<file path="config.mk">
export PLATFORM = sky130hd
export DESIGN_NAME = jtriders_cabio
export DESIGN_NICKNAME = d
export VERILOG_FILES = /design/src/rtl/jtriders_cabio_pkg.sv /design/src/rtl/jtriders_adc0834.sv /design/src/rtl/jtriders_cabio.sv
export SDC_FILE = /design/constraint.sdc
export NUM_CORES = 1
export LEC_CHECK = 0
export ABC_CLOCK_PERIOD_IN_PS = 2700
export CORE_MARGIN = 2
export CORE_UTILIZATION = 45
export CTS_CLUSTER_DIAMETER = 50
export DETAILED_ROUTE_END_ITERATION = 8
export GPL_TIMING_DRIVEN = 1
export PLACE_DENSITY = 0.75
export SETUP_SLACK_MARGIN = 0.02
export SLEW_MARGIN = 5
export SYNTH_ARGS = -nofsm -noshare
export SYNTH_HDL_FRONTEND = slang
export SYNTH_HIERARCHICAL = 1
export SYNTH_SLANG_ARGS = --single-unit
</file>
<file path="constraint.sdc">
create_clock -name clk -period 2.7 [get_ports clk]
set_clock_uncertainty 0.05 [all_clocks]
set_input_delay 0.675 -clock clk [delete_from_list [all_inputs] [get_ports clk]]
set_output_delay 0.675 -clock clk [all_outputs]
set_load 0.05 [all_outputs]
</file>
<file path="src/rtl/jtriders_cabio_pkg.sv">
// Shared types and constants for the riders-family cabinet I/O block.
package jtriders_cabio_pkg;

    // ADC0834 serial protocol phases
    typedef enum logic [2:0] {
        ADC_IDLE,
        ADC_START,
        ADC_MUX,
        ADC_SETTLE,
        ADC_MSB,
        ADC_LSB,
        ADC_DONE
    } adc_st_e;

    // Read word addresses (addr[3:1])
    localparam logic [2:0] RD_JOY12 = 3'd0;
    localparam logic [2:0] RD_JOY34 = 3'd1;
    localparam logic [2:0] RD_SYS   = 3'd2;
    localparam logic [2:0] RD_DSW   = 3'd3;
    localparam logic [2:0] RD_CAB34 = 3'd4;

    // Write word addresses
    localparam logic [2:0] WR_ADC   = 3'd0;
    localparam logic [2:0] WR_COIN  = 3'd1;

    // Serial frame lengths
    localparam int ADC_MUX_BITS = 3;
    localparam int ADC_MSB_BITS = 8;
    localparam int ADC_LSB_BITS = 7;

    // Widest board the read map can describe
    localparam int MAXP = 4;
    localparam int MAXDIP = 20;

endpackage

</file>
<file path="src/rtl/jtriders_adc0834.sv">
// Emulated ADC0834: serial mux address in on sclk rises, result out
// MSB-first then LSB-first on sclk falls. Absent channels arrive as zero.
module jtriders_adc0834
    import jtriders_cabio_pkg::*;
(
    input  logic                 clk,
    input  logic                 rst,
    input  logic                 cs_n_i,
    input  logic                 sclk_i,
    input  logic                 di_i,
    input  logic [MAXP-1:0][7:0] analog_i,
    output logic                 do_o
);

    localparam logic [2:0] MUX_LAST = 3'(ADC_MUX_BITS - 1);
    localparam logic [2:0] MSB_LAST = 3'(ADC_MSB_BITS - 1);
    localparam logic [2:0] LSB_LAST = 3'(ADC_LSB_BITS - 1);

    adc_st_e    st_q, st_d;
    logic       sclk_prev_q, cs_prev_q;
    logic [2:0] cnt_q, cnt_d;
    logic [2:0] mux_q, mux_d;
    logic [7:0] sr_q, sr_d;
    logic       do_q, do_d;

    logic       rise, fall, cs_fall;
    logic [1:0] chan;

    assign rise    =  sclk_i & ~sclk_prev_q;
    assign fall    = ~sclk_i &  sclk_prev_q;
    assign cs_fall =  cs_prev_q & ~cs_n_i;
    // mux bits arrive sgl, odd, sel1; channel is {sel1, odd}
    assign chan    = {mux_q[0], mux_q[1]};

    // State and shift registers; previous sclk/cs_n kept for edge detection
    always_ff @(posedge clk) begin
        if (rst) begin
            st_q        <= ADC_IDLE;
            sclk_prev_q <= 1'b0;
            cs_prev_q   <= 1'b1;
            cnt_q       <= '0;
            mux_q       <= '0;
            sr_q        <= '0;
            do_q        <= 1'b1;
        end else begin
            st_q        <= st_d;
            sclk_prev_q <= sclk_i;
            cs_prev_q   <= cs_n_i;
            cnt_q       <= cnt_d;
            mux_q       <= mux_d;
            sr_q        <= sr_d;
            do_q        <= do_d;
        end
    end

    // Next-state: cs_n high overrides everything, including a coincident sclk edge
    always_comb begin
        st_d  = st_q;
        cnt_d = cnt_q;
        mux_d = mux_q;
        sr_d  = sr_q;
        do_d  = do_q;
        if (cs_n_i) begin
            st_d  = ADC_IDLE;
            cnt_d = '0;
            do_d  = 1'b1;
        end else begin
            case (st_q)
                ADC_IDLE: begin
                    if (cs_fall) st_d = ADC_START;
                end
                ADC_START: begin
                    if (rise && di_i) begin
                        st_d  = ADC_MUX;
                        cnt_d = '0;
                    end
                end
                ADC_MUX: begin
                    if (rise) begin
                        mux_d = {mux_q[1:0], di_i};
                        if (cnt_q == MUX_LAST) begin
                            st_d  = ADC_SETTLE;
                            cnt_d = '0;
                        end else begin
                            cnt_d = cnt_q + 3'd1;
                        end
                    end
                end
                ADC_SETTLE: begin
                    if (rise) begin
                        sr_d  = analog_i[chan];
                        st_d  = ADC_MSB;
                        cnt_d = '0;
                    end
                end
                ADC_MSB: begin
                    // rotate left: after 8 falls sr is back to the sample
                    if (fall) begin
                        do_d = sr_q[7];
                        sr_d = {sr_q[6:0], sr_q[7]};
                        if (cnt_q == MSB_LAST) begin
                            st_d  = ADC_LSB;
                            cnt_d = '0;
                        end else begin
                            cnt_d = cnt_q + 3'd1;
                        end
                    end
                end
                ADC_LSB: begin
                    // rotate right: bit1 first, bit7 last (bit0 is not repeated)
                    if (fall) begin
                        do_d = sr_q[1];
                        sr_d = {sr_q[0], sr_q[7:1]};
                        if (cnt_q == LSB_LAST) begin
                            st_d  = ADC_DONE;
                            cnt_d = '0;
                        end else begin
                            cnt_d = cnt_q + 3'd1;
                        end
                    end
                end
                ADC_DONE: begin
                    if (fall) do_d = 1'b1;
                end
                default: st_d = ADC_IDLE;
            endcase
        end
    end

    assign do_o = do_q;

endmodule

</file>
<file path="src/rtl/jtriders_cabio.sv">
// Cabinet I/O for riders-family boards: read mux, coin pulse stretch,
// coin counter and ADC control writes.
module jtriders_cabio
    import jtriders_cabio_pkg::*;
#(
    parameter int PLAYERS   = 4,
    parameter int DIPW      = 20,
    parameter int COIN_HOLD = 4096
) (
    input  logic                 clk,
    input  logic                 rst,
    input  logic                 cpu_cen,
    input  logic                 cs,
    input  logic                 we,
    input  logic [3:1]           addr,
    input  logic [7:0]           din,
    input  logic [DIPW-1:0]      dipsw,
    input  logic [PLAYERS*7-1:0] joystick,
    input  logic [PLAYERS*8-1:0] analog,
    input  logic [PLAYERS-1:0]   cab_1p,
    input  logic [PLAYERS-1:0]   coin,
    input  logic                 service,
    input  logic                 dip_test,
    input  logic                 dma,
    output logic [15:0]          dout,
    output logic [PLAYERS-1:0]   coin_cnt
);

    localparam int CW = $clog2(COIN_HOLD + 1);

    logic                 wr;
    logic                 adc_cs_n_q, adc_sclk_q, adc_di_q;
    logic [PLAYERS-1:0]   coin_cnt_q;
    logic [15:0]          dout_q, dout_d;
    logic                 adc_do;

    logic [PLAYERS-1:0]   c1_q, c2_q, c3_q;
    logic [CW-1:0]        hold_q [PLAYERS];
    logic [CW-1:0]        hold_d [PLAYERS];

    logic [MAXP-1:0][6:0] joy_pad;
    logic [MAXP-1:0][7:0] ana_pad;
    logic [MAXP-1:0]      cab_pad;
    logic [MAXP-1:0]      coin_st;
    logic [MAXDIP-1:0]    dsw_pad;

    logic                 unused_din;
    assign unused_din = ^din[7:3];

    assign wr = cs & we & cpu_cen;

    // Normalise to the four-player / 20-bit DIP map; missing fields read as 1
    // (analog reads as 0 so an absent ADC channel converts to 8'h00)
    for (genvar p = 0; p < MAXP; p++) begin : g_slot
        if (p < PLAYERS) begin : g_on
            assign joy_pad[p] = joystick[p*7 +: 7];
            assign ana_pad[p] = analog[p*8 +: 8];
            assign cab_pad[p] = cab_1p[p];
            assign coin_st[p] = c2_q[p] & (hold_q[p] == '0);
        end else begin : g_off
            assign joy_pad[p] = 7'h7f;
            assign ana_pad[p] = 8'h00;
            assign cab_pad[p] = 1'b1;
            assign coin_st[p] = 1'b1;
        end
    end

    for (genvar i = 0; i < MAXDIP; i++) begin : g_dsw
        if (i < DIPW) begin : g_on
            assign dsw_pad[i] = dipsw[i];
        end else begin : g_off
            assign dsw_pad[i] = 1'b1;
        end
    end

    // CPU write registers: ADC serial lines and coin counter drive
    always_ff @(posedge clk) begin
        if (rst) begin
            adc_cs_n_q <= 1'b1;
            adc_sclk_q <= 1'b0;
            adc_di_q   <= 1'b0;
            coin_cnt_q <= '0;
        end else if (wr) begin
            if (addr == WR_ADC) begin
                adc_cs_n_q <= din[0];
                adc_sclk_q <= din[1];
                adc_di_q   <= din[2];
            end
            if (addr == WR_COIN) coin_cnt_q <= din[PLAYERS-1:0];
        end
    end

    // Coin synchronisers and hold counters
    always_ff @(posedge clk) begin
        if (rst) begin
            c1_q <= '1;
            c2_q <= '1;
            c3_q <= '1;
            for (int i = 0; i < PLAYERS; i++) hold_q[i] <= '0;
        end else begin
            c1_q <= coin;
            c2_q <= c1_q;
            c3_q <= c2_q;
            for (int i = 0; i < PLAYERS; i++) hold_q[i] <= hold_d[i];
        end
    end

    // Falling edge of the synced coin (re)loads the hold; cpu_cen counts it down
    always_comb begin
        for (int i = 0; i < PLAYERS; i++) begin
            hold_d[i] = hold_q[i];
            if (c3_q[i] && !c2_q[i])
                hold_d[i] = CW'(COIN_HOLD);
            else if (cpu_cen && hold_q[i] != '0)
                hold_d[i] = hold_q[i] - 1'b1;
        end
    end

    // Read word select
    always_comb begin
        dout_d = 16'hffff;
        case (addr)
            RD_JOY12: dout_d = {1'b1, joy_pad[1], adc_do, joy_pad[0]};
            RD_JOY34: dout_d = {1'b1, joy_pad[3], 1'b1, joy_pad[2]};
            RD_SYS:   dout_d = {dsw_pad[19:16], dma, dip_test, cab_pad[1:0],
                                3'b111, service, coin_st};
            RD_DSW:   dout_d = dsw_pad[15:0];
            RD_CAB34: dout_d = {8'hff, 6'h3f, cab_pad[3:2]};
            default:  dout_d = 16'hffff;
        endcase
    end

    // Registered read data
    always_ff @(posedge clk) begin
        if (rst) dout_q <= 16'hffff;
        else     dout_q <= dout_d;
    end

    jtriders_adc0834 u_adc (
        .clk      (clk),
        .rst      (rst),
        .cs_n_i   (adc_cs_n_q),
        .sclk_i   (adc_sclk_q),
        .di_i     (adc_di_q),
        .analog_i (ana_pad),
        .do_o     (adc_do)
    );

    assign dout     = dout_q;
    assign coin_cnt = coin_cnt_q;

endmodule

</file>
==> results of run 1 <==
## per-stage QoR
step	cells	util, %
3_5_place_dp	922	58.4
2_1_floorplan	643	-
5_1_grt	937	60.7
3_3_place_gp	922	58.4
4_1_cts	937	60.7
6_report	937	60.7
## registers in the layout, indices dropped and copies added, names as in the netlist
signal / flops
u_adc/sclk_prev_q: 1
hold_q: 52
u_adc/st_q: 3
adc_cs_n_q: 1
u_adc/do_o: 1
c1_q: 4
coin_cnt: 4
c3_q: 4
c2_q: 4
u_adc/cs_prev_q: 1
u_adc/mux_q: 2
adc_di_q: 1
dout: 16
adc_sclk_q: 1
u_adc/sr_q: 8
u_adc/cnt_q: 3
## final cells by class
| class | count | area (um2) | area share [%] |
|---|---|---|---|
| tap | 168 | 210 | 2.86 |
| multi-input combinational | 471 | 3210 | 43.7 |
| clock buffer | 11 | 243 | 3.30 |
| sequential | 106 | 2120 | 28.9 |
| inverter | 30 | 113 | 1.53 |
| timing repair buffer | 147 | 1420 | 19.3 |
| clock inverter | 4 | 28.8 | 0.392 |
## cells in the final DEF, fill, tap and decap left out, drive strengths merged, types with 4 or more instances in the layout
| cell type | netlist | routed |
|---|---|---|
| ha | 9 | 9 |
| a311oi | 7 | 7 |
| nor3b | 5 | 5 |
| a211oi | 14 | 14 |
| a31oi | 5 | 5 |
| clkdlybuf4s50 | 0 | 121 |
| buf | 12 | 26 |
| nand2b | 6 | 6 |
| or3b | 4 | 4 |
| mux4 | 8 | 8 |
| mux2i | 34 | 34 |
| nand3 | 14 | 14 |
| o211ai | 8 | 8 |
| o21ai | 26 | 26 |
| or4b | 6 | 6 |
| or3 | 19 | 19 |
| nor3 | 17 | 17 |
| inv | 30 | 30 |
| or4 | 9 | 9 |
| nand4 | 10 | 10 |
| nor2b | 10 | 10 |
| nand2 | 45 | 45 |
| a21oi | 47 | 47 |
| xnor2 | 6 | 6 |
| dfxtp | 106 | 106 |
| o31ai | 5 | 5 |
| nor2 | 60 | 60 |
| clkbuf | 24 | 11 |
| or2 | 23 | 23 |
| o41ai | 10 | 10 |
| nor4 | 12 | 12 |
## worst paths after layout
path                                    start             to  slack (ns)
worst max-delay path                  cpu_cen   hold_q[0][9]        0.36
worst min-delay path                  c1_q[1]        c2_q[1]        0.36
worst max register to register  u_adc/st_q[0]  u_adc/sr_q[4]        0.47
worst min register to register        c1_q[1]        c2_q[1]        0.36
## power by group through the flow
stage                     Clock [uW]  Combinational [uW]  Sequential (uW)
after floorplan                    0                2170             2270
after global placement             0                2800             2310
after detailed placement           0                2900             2340
after CTS                       1260                2920             2310
after global routing            1330                3280             2390
final                           1220                2940             2330
## cell families after synthesis
kind of cell,synth area share [%]
AOI/OAI and AO/OA,18.6
buffers and inverters,5.03
adders and majority gates,2.00
muxes,9.87
and+or+nand+nor,25.5
xor gates and xnor gates,1.25
DFF,37.8
## per-layer routing
layer	part of all wire, %	routed length [um]	vias up	track usage (%)
met5	0	0	-	0
met1	44	6180	2469	26.9
met2	51	7150	137	36.9
li1	-	-	2618	-
met4	1.0	144	0	5.00
met3	4.6	653	13	5.07
==> insert_results.sql, run 1 <==
INSERT INTO impl_metrics (metric_group, metric, value, unit) VALUES
('worst_setup_path', 'arrival', '2.52', 'ns'),
('sta', 'grt_setup_unrepaired', 'false', ''),
('power_and_ir_drop', 'switching_share', '40.0', '%'),
('logic_synthesis', 'synthesis.yosys.warnings', '6', ''),
('power_and_ir_drop', 'power.share.clock', '18.8', '%'),
('drt', 'initialDrtViolationCount', '329', ''),
('sta', 'whs', '0.365', 'ns'),
('logic_synthesis', 'synth.cells.most_frequent', '106 x sky130_fd_sc_hd__dfxtp_1, 60 x sky130_fd_sc_hd__nor2_1, 47 x sky130_fd_sc_hd__a21oi_1', ''),
('die', 'placeableCoreArea', '0.0121', 'mm2'),
('die', 'num_rows', '40', ''),
('cts', 'cts_tree', 'done', ''),
('cts', 'postCtsResizedCells', '0', ''),
('power_and_ir_drop', 'sequential_share_of_power', '35.9', '%'),
('grt', 'grt_pass1_vias', '4992', ''),
('worst_setup_path', 'critical_path_depth', '6', ''),
('cts', 'cts.repair_timing.setup_buffer_count', '0', ''),
('logic_synthesis', 'netlist_cell_types', '76', ''),
('drt', 'routed-via-count', '5237', ''),
('placement', 'numPortBuffers', '122', ''),
('cts', 'clkSinkCount', '106', ''),
('power_and_ir_drop', 'p_comb_share', '45.3', '%'),
('finish', 'final_net_count', '881', ''),
('logic_synthesis', 'synth_largest_area_cell', 'sky130_fd_sc_hd__dfxtp_1', ''),
('cts', 'clk_latency', '0.35', 'ns'),
('worst_setup_path', 'endpoint_kind', 'register', ''),
('sta', 'fin_worst_setup_slack', '0.364', 'ns'),
('die', 'die_y', '116', 'um'),
('sta', 'hold_viol_final', '0', ''),
('placement', 'post_dp_cell_area', '0.00707', 'mm2'),
('power_and_ir_drop', 'power_switching', '2600', 'uW'),
('cts', 'max-clock-path-buffers', '2', ''),
('power_and_ir_drop', 'total_power', '6500', 'uW'),
('sta', 'headroom_to_the_max_slew_limit', '50.6', '%'),
('finish', 'post-route-cell-area', '0.00735', 'mm2'),
('logic_synthesis', 'syn-instance-count', '643', ''),
('worst_setup_path', 'rr_worst_depth', '6', ''),
('logic_synthesis', 'synthMostInstantiatedCell', 'sky130_fd_sc_hd__dfxtp_1', ''),
('placement', 'globalplace.congestion', '0.908', ''),
('logic_synthesis', 'share_of_async_settable_or_async_resettable_flops_after_synthesis', '0', '%'),
('job', 'cap_viol_max_count', '0', ''),
('worst_setup_path', 'setup.worst_path.class', 'in2reg', ''),
('drt', 'detail-route-antenna-nets', '0', ''),
('cts', 'cts.hold.buffers_added', '0', ''),
('grt', 'globalRouteOverflowTotal', '0', ''),
('worst_setup_path', 'slowest_delay', '0.51', 'ns'),
('placement', 'place.detailed.hpwl', '10800', 'um'),
('power_and_ir_drop', 'p_per_area', '884', 'mW/mm2'),
('logic_synthesis', 'yosys_register_bits', '106', ''),
('grt', 'first_pass_grt_wire_length', '23100', 'um'),
('finish', 'filler_cell_count_in_the_final_layout', '1046', ''),
('die', 'top_level_ports', '127', ''),
('logic_synthesis', 'syn-cell-area', '0.00562', 'mm2'),
('worst_hold_path', 'holdPathStages', '1', ''),
('cts', 'clock_tree.root_cell', 'sky130_fd_sc_hd__clkbuf_16', ''),
('die', 'dieArea', '0.0134', 'mm2'),
('worst_setup_path', 'crit_path_start_kind', 'primary input', ''),
('worst_setup_path', 'crit_family', 'simple AND/OR/NAND/NOR gates', ''),
('worst_setup_path', 'crit_buf_inv', '2', ''),
('sta', 'share_of_the_clock_period_used_by_the_worst_path_after_layout', '86.5', '%'),
('logic_synthesis', 'ys_dominant_reg_cell', 'sky130_fd_sc_hd__dfxtp_1', ''),
('finish', 'layout-drive-gt1-share', '11.7', '%'),
('power_and_ir_drop', 'peakVddDrop', '0.397', 'mV'),
('drt', 'drt-wirelength-per-cell', '15.1', 'um'),
('worst_setup_path', 'worst_ep_required_time', '2.88', 'ns'),
('sta', 'max_freq', '0.428', 'GHz'),
('drt', 'route.final.wire_length', '14100', 'um'),
('status', 'run_status', 'finished clean', ''),
('logic_synthesis', 'postSynthAreaPerCell', '8.74', 'um2'),
('sta', 'setup_tns', '0', 'ns'),
('finish', 'antenna_cells_inserted', '0', ''),
('logic_synthesis', 'synth_top_cell_area_share', '37.8', '%');
Power figures use the tool's default switching activity.
==> run 2: changes to the inputs <==
Settings changed: ABC_AREA set to 1, CORE_MARGIN 2 to unset, PLACE_DENSITY 0.75 to 0.72.
==> run 2 against run 1 <==
  * Worst setup slack improved by 0.074 ns
  * Sequential cell count did not move
  * Register-to-register slack improved by 0.42 ns
  * Non-clock buffer count fell by 10
  * Critical endpoint is now dout[7]
  * First-iteration DRC count fell by 0.30%
  * Via count rose by 12%
  * Largest cell class unchanged
==> insert_results.sql, run 2 <==
INSERT INTO impl_metrics (metric_group, metric, value, unit) VALUES
('drt', 'routed-via-count', '5885', ''),
('sta', 'final_period_minus_worst_setup_slack', '2.26', 'ns'),
('cts', 'worst_setup_hold_path_clk_slew', '0.07', 'ns'),
('worst_setup_path', 'arrival', '1.54', 'ns'),
('worst_setup_path', 'crit_buf_inv', '1', ''),
('finish', 'max_flop_register', 'hold_q', ''),
('finish', 'finish.cell_count_without_fillers', '1221', ''),
('logic_synthesis', 'share_of_async_settable_or_async_resettable_flops_after_synthesis', '0', '%'),
('finish', 'flow.area_growth_from_synthesis', '28.5', '%'),
('grt', 'first_pass_grt_wire_length', '24700', 'um'),
('worst_setup_path', 'rr_worst_depth', '7', ''),
('grt', 'pin_count_of_the_biggest_net_entering_global_routing', '19', ''),
('power_and_ir_drop', 'p_leak', '0.00342', 'uW'),
('die', 'placeableCoreArea', '0.0127', 'mm2'),
('worst_setup_path', 'crit_fanout', '1', ''),
('sta', 'report.final.slew_viol_count', '0', ''),
('drt', 'detail_route.drc_violations', '0', ''),
('logic_synthesis', 'synth_largest_area_cell', 'sky130_fd_sc_hd__dfxtp_1', ''),
('worst_hold_path', 'holdPathStages', '1', ''),
('cts', 'cts.hold.buffers_added', '0', ''),
('drt', 'detail_route.vias_per_cell', '4.82', ''),
('grt', 'globalRouteOverflowTotal', '0', ''),
('power_and_ir_drop', 'p_per_area', '943', 'mW/mm2'),
('die', 'chipWidth', '116', 'um'),
('worst_setup_path', 'slowest_delay', '0.86', 'ns'),
('logic_synthesis', 'ys_dominant_reg_cell', 'sky130_fd_sc_hd__dfxtp_1', ''),
('cts', 'clock_tree.root_cell', 'sky130_fd_sc_hd__clkbuf_16', ''),
('sta', 'worst_pin_slew', '0.574', 'ns'),
('drt', 'drt-wirelength-per-cell', '12.4', 'um'),
('worst_hold_path', 'holdPathEnd', 'c2_q[1]', ''),
('worst_setup_path', 'crit_path_start_kind', 'register', ''),
('sta', 'fin_worst_setup_slack', '0.438', 'ns'),
('grt', 'gr-max-usage-layer', 'met2', ''),
('die', 'dieArea', '0.0136', 'mm2'),
('finish', 'layout.cells.most_common', 'sky130_fd_sc_hd__nand2_1', ''),
('sta', 'headroom_to_the_max_slew_limit', '61.6', '%'),
('placement', 'numPortBuffers', '122', ''),
('cts', 'cts_tree', 'done', ''),
('logic_synthesis', 'syn-cell-area', '0.00589', 'mm2'),
('grt', 'grt_pass1_vias', '5222', ''),
('finish', 'layout_common_cells', '263 x sky130_fd_sc_hd__nand2_1, 159 x sky130_fd_sc_hd__nor2_1, 122 x sky130_fd_sc_hd__clkdlybuf4s50_1', ''),
('die', 'top_level_ports', '127', ''),
('worst_hold_path', 'hold_path.startpoint', 'c1_q[1]', ''),
('drt', 'route.final.wire_length', '15200', 'um'),
('finish', 'final_net_count', '1160', ''),
('worst_setup_path', 'worst_ep_required_time', '1.98', 'ns'),
('finish', 'final_core_utilization', '59.8', '%'),
('drt', 'first_pass_iters', '4', ''),
('logic_synthesis', 'number_of_enable_type_register_cells_in_the_synthesized_netlist', '0', ''),
('sta', 'share_of_the_clock_period_used_by_the_worst_path_after_layout', '83.8', '%'),
('placement', 'preCtsSetupSlack', '0.306', 'ns'),
('logic_synthesis', 'postSynthNetCount', '1037', ''),
('finish', 'number_of_flip_flops_in_the_largest_register', '52', ''),
('die', 'num_rows', '41', ''),
('worst_setup_path', 'endpoint_kind', 'output port', ''),
('sta', 'setup_viol', '0', ''),
('placement', 'number_of_placed_instances_taps_included', '1205', ''),
('sta', 'grt_setup_unrepaired', 'false', ''),
('worst_setup_path', 'worst_path_max_delay_cell', 'sky130_fd_sc_hd__clkdlybuf4s50_1', ''),
('sta', 'setup_tns', '0', 'ns'),
('cts', 'clk_latency', '0.36', 'ns'),
('cts', 'cts.repair_timing.setup_buffer_count', '0', ''),
('finish', 'antenna_cells_inserted', '0', ''),
('sta', 'max_freq', '0.442', 'GHz'),
('logic_synthesis', 'yosysSeqAreaShare', '36.0', '%'),
('cts', 'cts.htree.levels', '3', ''),
('logic_synthesis', 'netlist_cell_types', '40', ''),
('cts', 'clkSinkCount', '106', ''),
('logic_synthesis', 'synth_top_cell_area_share', '36.0', '%'),
('die', 'start_util', '46.5', '%'),
('grt', 'grt_util_met2', '37.2', '%'),
('grt', 'gr-usage-met3', '5.40', '%'),
('power_and_ir_drop', 'total_power', '7140', 'uW'),
('status', 'run_status', 'finished clean', ''),
('worst_setup_path', 'cp_cell_sequence', 'clkdlybuf4s50_1', ''),
('logic_synthesis', 'syn-instance-count', '921', ''),
('worst_setup_path', 'setup.worst_path.class', 'reg2out', ''),
('worst_setup_path', 'crit_family', 'buffers and inverters', ''),
('grt', 'grt_use_total', '23.4', '%'),
('cts', 'max-clock-path-buffers', '2', ''),
('worst_hold_path', 'worstHoldPathType', 'reg2reg', ''),
('power_and_ir_drop', 'peakVddDrop', '0.468', 'mV'),
('placement', 'globalplace.congestion', '0.903', ''),
('logic_synthesis', 'yosys_register_bits', '106', ''),
('logic_synthesis', 'postSynthAreaPerCell', '6.40', 'um2'),
('worst_setup_path', 'critical_path_depth', '1', ''),
('grt', 'antenna_violations_before_repair', '0', ''),
('placement', 'place.detailed.hpwl', '11700', 'um'),
('finish', 'layout-drive-gt1-share', '7.63', '%'),
('die', 'die_y', '116', 'um'),
('finish', 'filler_cell_count_in_the_final_layout', '1231', ''),
('logic_synthesis', 'synthesis.yosys.warnings', '6', ''),
('logic_synthesis', 'synthMostInstantiatedCell', 'sky130_fd_sc_hd__nand2_1', ''),
('worst_setup_path', 'worstReg2RegStart', 'hold_q[0][0]', ''),
('drt', 'initialDrtViolationCount', '328', ''),
('logic_synthesis', 'synth_top_cells_by_area', 'sky130_fd_sc_hd__dfxtp_1 36%, sky130_fd_sc_hd__nand2_1 17%, sky130_fd_sc_hd__nor2_1 10%', ''),
('cts', 'postCtsResizedCells', '0', ''),
('grt', 'grt_use_met1', '30.7', '%'),
('sta', 'hold_viol_final', '0', ''),
('logic_synthesis', 'synth.cells.most_frequent', '263 x sky130_fd_sc_hd__nand2_1, 159 x sky130_fd_sc_hd__nor2_1, 106 x sky130_fd_sc_hd__dfxtp_1', ''),
('cts', 'tritoncts.num_buffers', '9', ''),
('job', 'cap_viol_max_count', '0', ''),
('worst_setup_path', 'r2r_setup_slack', '0.89', 'ns'),
('drt', 'detail-route-antenna-nets', '0', ''),
('worst_setup_path', 'timing.rr.end', 'hold_q[0][6]', '');
-- run 2: cell types whose count changed after synthesis, moves of 20 or more --
| cell | previous run | this run |
|---|---|---|
| sky130_fd_sc_hd__nor2_1 | 60 | 159 |
| sky130_fd_sc_hd__mux2i_1 | 34 | 0 |
| sky130_fd_sc_hd__nand2_1 | 44 | 263 |
| sky130_fd_sc_hd__inv_1 | 30 | 97 |
| sky130_fd_sc_hd__o21ai_0 | 17 | 44 |
| sky130_fd_sc_hd__nand3_1 | 14 | 34 |
-- run 2: worst max path at each step --
stage | end | from | slack, ns
4_1_cts | dout[1] | dout[1] | 0.40
2_1_floorplan | hold_q[0][45] | cpu_cen | 1.11
3_5_place_dp | hold_q[0][28] | cpu_cen | 0.31
6_report | dout[7] | dout[7] | 0.44
3_3_place_gp | hold_q[0][28] | cpu_cen | 0.30
5_1_grt | dout[1] | dout[1] | 0.38
-- run 2: kinds of logic after synthesis --
family                   after synthesis  synth area share (%)
flip-flops                           106                  36.0
AND/OR/NAND/NOR                      524                  37.8
AO/OA/AOI/OAI                        138                  12.9
adder cells (fa/ha/maj)                9                  1.91
buffers and inverters                129                  9.18
XOR/XNOR                              15                  2.23
-- run 2: metrics by stage --
step	area, um2	hold WS [ns]
finish	7570	0.360
global route	7570	0.376
CTS	7570	0.364
detailed placement	7290	0.347
global placement	7290	0.345
floorplan	5890	0.339
-- run 2: routing by layer --
layer  vias up  wire length [um]
met5         -                 0
met4         0               359
met3        28               609
met2        96              6920
met1      2621              7280
li1       3140                 -
-- run 2: worst register-to-register path, cell delays in order, from the launching register on --
cell and delay (ns):
sky130_fd_sc_hd__dfxtp_1 0.36, sky130_fd_sc_hd__inv_1 0.11, sky130_fd_sc_hd__ha_1 0.27, sky130_fd_sc_hd__nand2_2 0.15, sky130_fd_sc_hd__nor2_2 0.06, sky130_fd_sc_hd__a21oi_2 0.43
sky130_fd_sc_hd__o21ai_0 0.17, sky130_fd_sc_hd__a21oi_1 0.14
-- run 2: final cells by class --
cell class	count	area (um2)	share of cell area (%)
tap	172	215	2.84
clock buffer	12	256	3.39
multi-input combinational	686	3230	42.6
sequential	106	2120	28.0
clock inverter	4	26.3	0.347
timing repair buffer	137	1330	17.6
inverter	104	390	5.16
-- run 2: power breakdown --
part | switching (uW) | leakage [uW] | internal, uW
Sequential | 341 | 0.000868 | 1920
Combinational | 2220 | 0.00241 | 1410
Clock | 587 | 0.000139 | 675
==> run 3: changes to the inputs <==
Settings changed: ABC_CLOCK_PERIOD_IN_PS 2700 to 1900, PLACE_DENSITY 0.72 to 0.75.
Clock period 2.7 ns to 1.9 ns, I/O delays scaled along.
==> run 3 against run 2 <==
  * Final area grew 2.7%
  * Sequential share of layout area shrank 0.71 points
  * Global-route usage grew 0.79 points
  * Power grew 48%
  * Worst setup slack lost 0.22 ns
  * Clock-buffer cell count shrank 1
==> insert_results.sql, run 3 (synthesized netlist as in run 2, its figures left out) <==
INSERT INTO impl_metrics (metric_group, metric, value, unit) VALUES
('finish', 'layout-drive-gt1-share', '12.0', '%'),
('worst_setup_path', 'crit_path_start_kind', 'register', ''),
('cts', 'cts_tree', 'done', ''),
('cts', 'tritoncts.num_buffers', '9', ''),
('cts', 'clk_latency', '0.36', 'ns'),
('status', 'run_status', 'finished clean', ''),
('worst_setup_path', 'r2r_setup_slack', '0.22', 'ns'),
('die', 'top_level_ports', '127', ''),
('worst_setup_path', 'worst_ep_required_time', '2.14', 'ns'),
('sta', 'grt_setup_unrepaired', 'false', ''),
('drt', 'route.final.wire_length', '15600', 'um'),
('cts', 'worst_setup_hold_path_clk_slew', '0.07', 'ns'),
('drt', 'detail-route-antenna-nets', '0', ''),
('worst_setup_path', 'crit_top_cell', 'sky130_fd_sc_hd__inv_1', ''),
('finish', 'finish.cell_count_without_fillers', '1247', ''),
('cts', 'clock_tree.root_cell', 'sky130_fd_sc_hd__clkbuf_16', ''),
('worst_setup_path', 'cp_cell_sequence', 'inv_1 > ha_1 > inv_1 > nor2_1 > nand2_1 > inv_1 > nand2_1 > nand2_4 > inv_2 > o21ai_0 > a21oi_2', ''),
('finish', 'number_of_flip_flops_in_the_largest_register', '52', ''),
('finish', 'seq_area', '0.00212', 'mm2'),
('drt', 'first_pass_iters', '6', ''),
('cts', 'cts.htree.levels', '3', ''),
('die', 'dieArea', '0.0136', 'mm2'),
('die', 'num_rows', '41', ''),
('worst_hold_path', 'worstHoldPathType', 'reg2reg', ''),
('drt', 'detail_route.drc_violations', '0', ''),
('placement', 'number_of_placed_instances_taps_included', '1232', ''),
('sta', 'max_freq', '0.595', 'GHz'),
('sta', 'headroom_to_the_max_slew_limit', '62.9', '%'),
('power_and_ir_drop', 'p_leak', '0.00358', 'uW'),
('sta', 'share_of_the_clock_period_used_by_the_worst_path_after_layout', '88.4', '%'),
('finish', 'antenna_cells_inserted', '0', ''),
('worst_setup_path', 'crit_fanout', '10', ''),
('sta', 'setup_viol', '0', ''),
('power_and_ir_drop', 'peakVddDrop', '0.592', 'mV'),
('finish', 'filler_cell_count_in_the_final_layout', '1212', ''),
('grt', 'globalRouteOverflowTotal', '0', ''),
('sta', 'worst_pin_slew', '0.556', 'ns'),
('placement', 'place.detailed.hpwl', '12100', 'um'),
('cts', 'cts.repair_timing.setup_buffer_count', '0', ''),
('die', 'die_y', '116', 'um'),
('drt', 'drt-wirelength-per-cell', '12.5', 'um'),
('cts', 'max-clock-path-buffers', '2', ''),
('sta', 'final_period_minus_worst_setup_slack', '1.68', 'ns'),
('finish', 'layout.cells.most_common', 'sky130_fd_sc_hd__nand2_1', ''),
('worst_setup_path', 'endpoint_kind', 'register', ''),
('finish', 'multi_input_logic_area', '0.00323', 'mm2'),
('die', 'chipWidth', '116', 'um'),
('die', 'placeableCoreArea', '0.0127', 'mm2'),
('cts', 'clkSinkCount', '106', ''),
('finish', 'layout_common_cells', '263 x sky130_fd_sc_hd__nand2_1, 159 x sky130_fd_sc_hd__nor2_1, 105 x sky130_fd_sc_hd__dfxtp_1', ''),
('worst_setup_path', 'arrival', '1.92', 'ns'),
('drt', 'detail_route.vias_per_cell', '4.81', ''),
('grt', 'antenna_violations_before_repair', '0', ''),
('grt', 'pin_count_of_the_biggest_net_entering_global_routing', '19', ''),
('sta', 'whs', '0.354', 'ns'),
('worst_setup_path', 'slowest_delay', '0.36', 'ns'),
('finish', 'flow.area_growth_from_synthesis', '32.0', '%'),
('placement', 'globalplace.congestion', '0.956', ''),
('worst_setup_path', 'worst_path_max_delay_cell', 'sky130_fd_sc_hd__dfxtp_2', ''),
('sta', 'hold_viol_final', '0', ''),
('grt', 'grt_use_total', '24.2', '%'),
('die', 'start_util', '46.5', '%'),
('power_and_ir_drop', 'p_per_area', '1360', 'mW/mm2'),
('placement', 'numPortBuffers', '122', ''),
('grt', 'grt_pass1_vias', '5538', ''),
('drt', 'initialDrtViolationCount', '410', ''),
('grt', 'first_pass_grt_wire_length', '25600', 'um'),
('drt', 'routed-via-count', '6001', ''),
('job', 'cap_viol_max_count', '0', ''),
('finish', 'final_net_count', '1187', ''),
('worst_setup_path', 'setup.worst_path.class', 'reg2reg', ''),
('sta', 'report.final.slew_viol_count', '0', ''),
('finish', 'max_flop_register', 'hold_q', '');
==> run 3: stage by stage <==
step / total power, uW / setup slack (ns) / TNS (ns) / util (%) / area, um2
3_5_place_dp: 8700 / -0.114 / -1.45 / 58.9 / 7470
6_report: 10600 / 0.220 / 0 / 61.4 / 7770
2_1_floorplan: 7460 / 0.442 / 0 / - / 5890
3_3_place_gp: 8580 / -0.0680 / -0.929 / 58.9 / 7470
4_1_cts: 10700 / 0.149 / 0 / 61.3 / 7770
5_1_grt: 11600 / 0.0201 / 0 / 61.4 / 7770
==> run 3: cell type report <==
class	instances	area share, %
tap	172	2.77
inverter	104	5.02
multi-input combinational	686	41.6
sequential	106	27.3
clock inverter	4	0.628
clock buffer	11	3.25
timing repair buffer	164	19.4
==> run 3: repair_timing <==
action	CTS	global route
hold buffers	0	0
hold endpoints to repair	0	0
endpoints found under the setup margin	0	8
resized for setup	0	2
==> run 3: power breakdown <==
part | internal [uW] | total (uW) | leakage (uW) | switching [uW]
Combinational | 2220 | 5470 | 0.00256 | 3250
Clock | 1090 | 1920 | 0.000152 | 834
Sequential | 2730 | 3210 | 0.000868 | 486
Total | 6030 | 10600 | 0.00358 | 4570
==> run 3: worst paths after layout <==
path / start / to / cells past startpoint
worst min register to register: c1_q[2] / c2_q[2] / 1
worst max-delay path: hold_q[0][13] / hold_q[0][18] / 11
worst min-delay path: c1_q[2] / c2_q[2] / 1
worst max register to register: hold_q[0][13] / hold_q[0][18] / 11
==> run 3: routing by layer <==
metal	vias up	share of wire (%)	track usage, %
met5	-	0	0
met3	23	5.3	5.40
met1	2634	46	30.8
li1	3198	-	-
met2	146	46	40.4
met4	0	2.1	8.29
==> run 3: worst max-delay path: cells and delay by family (launching register included) <==
family | cells | cell delay [ns]
compound gates | 2 | 0.27
fa+ha+maj | 1 | 0.21
buf+inv | 4 | 0.36
flops | 1 | 0.36
simple gates | 4 | 0.36
